### config.mk
export PLATFORM = sky130hd
export DESIGN_NAME = seq_sub64
export DESIGN_NICKNAME = d
export VERILOG_FILES = /design/src/rtl/seq_sub64.sv
export SDC_FILE = /design/constraint.sdc
export NUM_CORES = 1
export LEC_CHECK = 0
export ABC_AREA = 1
export BUFFER_PORTS_ARGS = -buffer_cell sky130_fd_sc_hd__buf_2
export CORE_MARGIN = 1
export CORE_UTILIZATION = 45
export DETAILED_ROUTE_END_ITERATION = 8
export PLACE_DENSITY = 0.68
export SLEW_MARGIN = 25
export SYNTH_ARGS = -nofsm -noshare
export SYNTH_HDL_FRONTEND = slang
export SYNTH_SLANG_ARGS = --single-unit
### constraint.sdc
create_clock -name clk -period 2 [get_ports clk]
set_input_delay 0.5 -clock clk [delete_from_list [all_inputs] [get_ports clk]]
set_output_delay 0.5 -clock clk [all_outputs]
set_load 0.05 [all_outputs]
### src/rtl/seq_sub64.sv
// ---------------------------------------------------------------------------
// seq_sub64
//   Multi-cycle two's-complement subtractor: diff = a - b - borrow_in over
//   WIDTH bits. It computes CHUNK bits per clock, reusing a single
//   (CHUNK+1)-bit adder slice. The carry between slices is kept in a register,
//   so the ripple carry travels across clock cycles.
//
//   The subtraction is done as a + ~b + ~borrow_in. The inverted borrow acts
//   as the carry into the lowest chunk. The carry out of the top chunk is the
//   inverted borrow_out.
//
//   Ports
//     clk        : single clock, all state updates on the rising edge
//     rst_n      : synchronous active-low reset
//     in_valid   : a, b, borrow_in are presented
//     in_ready   : block can accept an operation (high only in IDLE)
//     a, b       : minuend / subtrahend (WIDTH bits)
//     borrow_in  : incoming borrow
//     out_valid  : result outputs are valid (held until out_ready)
//     out_ready  : consumer accepts the result
//     diff       : a - b - borrow_in mod 2^WIDTH
//     borrow_out : unsigned a < b + borrow_in
//     overflow   : signed overflow of the subtraction
//     zero       : diff == 0
//
//   WIDTH must be an exact multiple of CHUNK.
// ---------------------------------------------------------------------------
module seq_sub64 #(
  parameter int WIDTH = 64,
  parameter int CHUNK = 16
) (
  input  logic             clk,
  input  logic             rst_n,
  input  logic             in_valid,
  output logic             in_ready,
  input  logic [WIDTH-1:0] a,
  input  logic [WIDTH-1:0] b,
  input  logic             borrow_in,
  output logic             out_valid,
  input  logic             out_ready,
  output logic [WIDTH-1:0] diff,
  output logic             borrow_out,
  output logic             overflow,
  output logic             zero
);

  localparam int NCHUNK = WIDTH / CHUNK;
  localparam int IDXW   = (NCHUNK > 1) ? $clog2(NCHUNK) : 1;
  localparam logic [IDXW-1:0] LAST_IDX = IDXW'(NCHUNK - 1);

  localparam logic [1:0] IDLE = 2'd0;
  localparam logic [1:0] RUN  = 2'd1;
  localparam logic [1:0] HOLD = 2'd2;

  logic [1:0]       state;
  logic [IDXW-1:0]  idx;
  logic             carry;
  // The operand registers shift right by one chunk per RUN cycle, so the
  // adder always reads the low chunk. On the last chunk, the low chunk holds
  // the operand MSBs that the overflow rule needs.
  logic [WIDTH-1:0] a_sh;
  logic [WIDTH-1:0] nb_sh;
  // Set while every chunk written so far in this operation has been zero.
  logic             all_zero;

  logic [CHUNK:0]   slice_sum;
  logic [CHUNK-1:0] slice_s;
  logic             slice_c;
  logic             chunk_zero;
  logic             last_chunk;
  logic             a_msb;
  logic             b_msb;

  // The single adder slice shared by every chunk.
  assign slice_sum  = {1'b0, a_sh[CHUNK-1:0]} + {1'b0, nb_sh[CHUNK-1:0]}
                    + {{CHUNK{1'b0}}, carry};
  assign slice_s    = slice_sum[CHUNK-1:0];
  assign slice_c    = slice_sum[CHUNK];
  assign chunk_zero = (slice_s == '0);
  assign last_chunk = (idx == LAST_IDX);

  // Only meaningful on the last chunk, when the top bits sit in the low chunk.
  // b_msb is recovered by inverting the stored ~b.
  assign a_msb = a_sh[CHUNK-1];
  assign b_msb = ~nb_sh[CHUNK-1];

  assign in_ready = (state == IDLE);

  always_ff @(posedge clk) begin
    if (!rst_n) begin
      state      <= IDLE;
      idx        <= '0;
      carry      <= 1'b0;
      a_sh       <= '0;
      nb_sh      <= '0;
      all_zero   <= 1'b0;
      out_valid  <= 1'b0;
      diff       <= '0;
      borrow_out <= 1'b0;
      overflow   <= 1'b0;
      zero       <= 1'b0;
    end else begin
      case (state)
        IDLE: begin
          if (in_valid && in_ready) begin
            a_sh     <= a;
            nb_sh    <= ~b;
            carry    <= ~borrow_in;
            idx      <= '0;
            all_zero <= 1'b1;
            state    <= RUN;
          end
        end

        RUN: begin
          // Place this chunk of the result at its final bit position. Bits
          // above the current chunk still hold stale data until written.
          for (int i = 0; i < NCHUNK; i++) begin
            if (idx == IDXW'(i)) begin
              diff[i*CHUNK +: CHUNK] <= slice_s;
            end
          end
          carry    <= slice_c;
          a_sh     <= a_sh >> CHUNK;
          nb_sh    <= nb_sh >> CHUNK;
          all_zero <= all_zero & chunk_zero;
          idx      <= idx + 1'b1;

          if (last_chunk) begin
            // A carry out of a + ~b + ~bin means no borrow was needed.
            borrow_out <= ~slice_c;
            overflow   <= (a_msb != b_msb) && (slice_s[CHUNK-1] != a_msb);
            zero       <= all_zero & chunk_zero;
            out_valid  <= 1'b1;
            idx        <= '0;
            state      <= HOLD;
          end
        end

        HOLD: begin
          if (out_ready) begin
            out_valid <= 1'b0;
            state     <= IDLE;
          end
        end

        default: begin
          state     <= IDLE;
          out_valid <= 1'b0;
        end
      endcase
    end
  end

endmodule

-- Yosys cells after proc, flatten, opt, wreduce, memory -nomap -nowiden
Cells that the tools add are included.
- bits in latches: 0
- logic and storage cells: 64
- register bits: 202
- output and inout port bits: 69
- memory bits (writable): 0
- ROM bits: 0
- memories kept: 0
- input port bits: 133
- equality and inequality tests: 10
- multiply operators: 0
- shift operators: 0
- multiplexer cells: 18
- div/mod/pow operators: 0
- add/subtract/negate cells: 3
- bitwise logic cells: 6
- order comparisons: 0
- reductions and logical operators: 13
- operators by type and width (operator ; number):
    64-bit case mux with 2 select lines ; 2
    64-bit two-way mux ; 2
    64-bit inverter ; 1
    16-bit by 16-bit adder with 17-bit output ; 1
    17-bit by 1-bit adder with 17-bit output ; 1
    16-bit logical NOT ; 1
    2-bit two-way mux ; 5
    2-bit AND reduction ; 5
    2-bit equality test, second input constant ; 3
    2-bit case mux with 3 select lines ; 1
    3-bit AND reduction ; 2
    2-bit by 1-bit equality test with 1-bit output, second input constant ; 2
    2-bit logical NOT ; 2
    1-bit two-way mux ; 4
    2-bit != test, second input constant ; 2
    1-bit inverter ; 4
    1-bit case mux with 2 select lines ; 2
    2-bit case mux with 2 select lines ; 1
    1-bit case mux with 3 select lines ; 1
    2-bit by 1-bit adder with 2-bit output, second input constant ; 1
    1-bit logical AND ; 2
    1-bit != test ; 2
    2-bit by 1-bit != test with 1-bit output, second input constant ; 1
    2-bit nonzero test ; 1
    1-bit AND ; 1

-- Longest topological paths before layout
- word-level depth: 5
- mapped depth: 16
- mapped depth without buffers: 16

-- Worst setup path after synthesis
OpenSTA, ideal clock, no wires.
- kind: reg2reg
- start: register carry
- end: register zero
- cell stages (with the launch flop): 15
- required time: 1.933 ns
- setup time: 0.067 ns
- clock period less this slack: 2.063 ns
- slack: -0.063 ns
- arrival time: 1.996 ns
- buffers on the path: 0
- cells stage by stage: dfxtp_1 -> fa_1 -> inv_1 -> fa_1 -> inv_1 -> nor3b_1 -> and2_1 -> nand2_1 -> nor2_1 -> nand2_1 -> nor2_2 -> nand2_1 -> nor2_2 -> nand3_2 -> a21oi_2
- longest elaborated chain between the ends: 3
- RTL lines (element ; RTL line ; source):
    start: declaration ; 57 ; logic carry;
    start signal: assignment ; 108 ; carry <= ~borrow_in;
    start signal: assignment ; 123 ; carry <= slice_c;
    17-bit by 1-bit adder with 17-bit output ; 76 ; + {{CHUNK{1'b0}}, carry};
    16-bit logical NOT ; 79 ; assign chunk_zero = (slice_s == '0);
    1-bit AND ; 133 ; zero <= all_zero & chunk_zero;
    end signal: assignment ; 133 ;
    end: declaration ; 44 ; output logic zero
No other way between the ends.
A chain may end at the register's enable or synchronous reset.

-- Worst setup path after layout
Same ends and word-level chain as after synthesis.

==> metrics <==
status=complete, but fails checks; failing checks=setup timing; Total GRT Usage=0.2419; GR Overflow Total=0; sort of element at the start of the critical path=register; Final Hold Vio Count=0; cell chain of the critical path=fa_2 -> inv_2 -> fa_2 -> inv_2 -> nor3b_2 -> and2_1 -> nand2_1 -> nor2_1 -> nand2_1 -> nor2_2 -> nand2_1 -> nor2_2 -> nand3_2 -> a21oi_2; most common library cell in the layout ignoring fill and taps=sky130_fd_sc_hd__nand2_1; time the final worst path needs with I/O delays and setup=2.137 ns; post-detailed-route wirelength per cell=14.92 um; Crit-path slowest cell=sky130_fd_sc_hd__fa_2; worst reg2reg endpoint=zero; leakage power total=5.363 nW; final-layout fill cell count=1803; maximum root-to-sink buffer count=3; Routed Antenna Nets=0; sequential-to-total area share from yosys stat=0.4523; hold buffer count at CTS=0; Initial DRC Count=568; aggregate routed wire length=25060 um; flop and latch count out of synthesis=202; Crit path top cell by count=sky130_fd_sc_hd__nand2_1; area share of the largest cell type after synthesis=0.4523; synthesized net count=1357; final clock period utilization by the worst path=1.069; Worst Skew=0.01352 ns; CTS tree=done; beginning of the worst register-to-register path=carry; die footprint=0.02043 mm2; final number of setup-violating endpoints=2; Max-cap violations=0; Die W=142.9 um; classification of the worst setup path=register to register; IR Drop Worst-Case VDD=0.0005793 V; vias in the first global route=7791; Slowest Stage Delay on Critical Path=0.54 ns; combined area of all synthesized cells=0.008940 mm2; layout cell share with drive strength beyond 1=0.2694; via count of the routed design=8623; worst hold path type=input pin to register; commonest cells after routing, fill and taps aside=242 x sky130_fd_sc_hd__nand2_1, 201 x sky130_fd_sc_hd__buf_2, 197 x sky130_fd_sc_hd__dfxtp_1; first drt pass iteration count=6; Register-to-Register Setup Slack=-0.14 ns; Synth-to-Final Area Change=29.14%; number of buffers inserted during clock tree synthesis=22; worst-margin pin slew=0.5092 ns; setup slack of the critical path after layout=-0.1370 ns; average cell area after synthesis=7.431 um2; cell taking the most area after synthesis=sky130_fd_sc_hd__dfxtp_1; total I/O pin count=202; number of cells produced by synthesis=1203; Worst Min Path Start=b[56]; worst relative slew slack=0.6605; Initial Utilization=0.4593; clock latency reported for the late side of the worst-skew pair=0.51 ns; detailed placer's ending HPWL=17100 um; Hold WS=0.2485 ns; CP Data Required Time=2.44 ns; CP Capture Type=register; Post-Route Setup TNS=-0.1497 ns; initial antenna violation count=2; routed vias/inst=5.133; wire length of the first global-routing pass=39490 um; RSZ-0062 raised after global routing=yes; power per cell area=1020 mW/mm2; number of nets at the end of the flow=1552; count of different cell masters after synthesis=37; # DRC=0; Clock Sink Count=202; FF-to-FF path depth=14; non-filler instance count after layout=1680; Area contributors post-synth=sky130_fd_sc_hd__dfxtp_1 45%, sky130_fd_sc_hd__nand2_1 11%, sky130_fd_sc_hd__o21ai_0 9.7%; critical path capture point=zero; core box area=0.01946 mm2; Post-Place Cells=1631; Vert. Die Dim=142.9 um; Post-Place Worst Slack=-0.1959 ns; arrival time reported for the critical path endpoint=2.58 ns; Slew Viols, Final=0; Worst setup startpoint=carry; RD Place Congestion=0.9063; root buffer cell=sky130_fd_sc_hd__clkbuf_16; largest net degree at the start of global routing=95; clock-pin slew of the registers on the worst-case setup and hold paths=0.06 ns; Crit Path Max Fanout=2; buffers added on ports=201; standard-cell row count=51; highest clock frequency the design can meet=0.4679 GHz; number of warnings reported in the yosys synthesis log=0; H-tree lvl count=1
==> metrics by stage <==
step | power, mW | instance area (um2) | util
3_3_place_gp | 7.161 | 10390 | 0.5340
5_1_grt | 12.35 | 11540 | 0.5932
6_report | 11.77 | 11540 | 0.5932
3_5_place_dp | 7.196 | 10390 | 0.5340
4_1_cts | 11.65 | 11220 | 0.5766
2_1_floorplan | 6.313 | 8940 | -
==> metal layers <==
layer,vias to the layer above,GRT usage,part of all wire
met5,-,0,0
met4,0,0.06791,0.023
met3,39,0.05298,0.069
met2,241,0.3915,0.46
met1,3911,0.3225,0.44
li1,4432,-,-
==> worst min path at each step <==
stage,end,slack (ns),cells past startpoint
after CTS,nb_sh[54],0.23,3
after detailed placement,nb_sh[38],0.45,2
after floorplan,a_sh[48],0.44,2
after global routing,nb_sh[54],0.25,3
after global placement,nb_sh[56],0.45,2
final,nb_sh[56],0.25,3
==> cell usage after synthesis, drive strengths merged <==
library cell,count
a21oi,161
and2,4
buf,25
clkbuf,54
clkinv,2
dfxtp,202
fa,2
ha,19
inv,116
nand2,269
nand3,22
nand3b,6
nand4,7
nor2,29
nor3,2
nor3b,1
o211ai,32
o21a,3
o21ai,175
o21bai,5
o22ai,48
o31ai,1
or2,16
xor2,2
==> flip-flops by register name, indices dropped and copies added, names as in the netlist <==
signal and flops:
a_sh 64, state 2, diff 64, all_zero 1
carry 1, nb_sh 64, overflow 1, zero 1
borrow_out 1, out_valid 1, idx 2
==> cells by family after synthesis <==
| group | share of synthesized area |
|---|---|
| AOI/OAI and AO/OA | 0.2565 |
| and+or+nand+nor | 0.1713 |
| DFF | 0.4523 |
| buffers and inverters | 0.08593 |
| adders and majority gates | 0.03107 |
| xor gates and xnor gates | 0.002800 |
==> area by class of cell <==
| cell class | instances | area [um2] | area share |
|---|---|---|---|
| Clock inverter | 9 | 147.6 | 0.01279 |
| Clock buffer | 31 | 645.6 | 0.05592 |
| Tap cell | 265 | 331.6 | 0.02872 |
| Timing Repair Buffer | 250 | 1521 | 0.1318 |
| Multi-Input combinational cell | 804 | 4402 | 0.3813 |
| Antenna cell | 1 | 2.502 | 0.0002168 |
| Sequential cell | 202 | 4050 | 0.3508 |
| Inverter | 118 | 444.2 | 0.03847 |
==> where the power goes <==
| part | leakage, nW | internal [mW] | switching (mW) |
|---|---|---|---|
| Sequential | 1.66 | 4.40 | 0.232 |
| Combinational | 3.31 | 1.04 | 1.69 |
| Clock | 0.389 | 2.76 | 1.64 |
| Total | 5.36 | 8.21 | 3.57 |
==> critical path, delay by kind of cell, from the launching register on <==
kind | cells | cell delay (ns)
adders and majority gates | 2 | 0.75
DFF | 1 | 0.34
buffers and inverters | 2 | 0.09
AOI/OAI and AO/OA | 1 | 0.10
and+or+nand+nor | 9 | 0.79
==> repair_timing <==
| action | CTS | global route |
|---|---|---|
| setup endpoints to repair | 13 | 42 |
| gates resized for setup | 9 | 70 |
| pin swaps | 3 | 15 |
| buffers inserted | 3 | 5 |
Note: power is estimated with default switching activity, not from simulation.
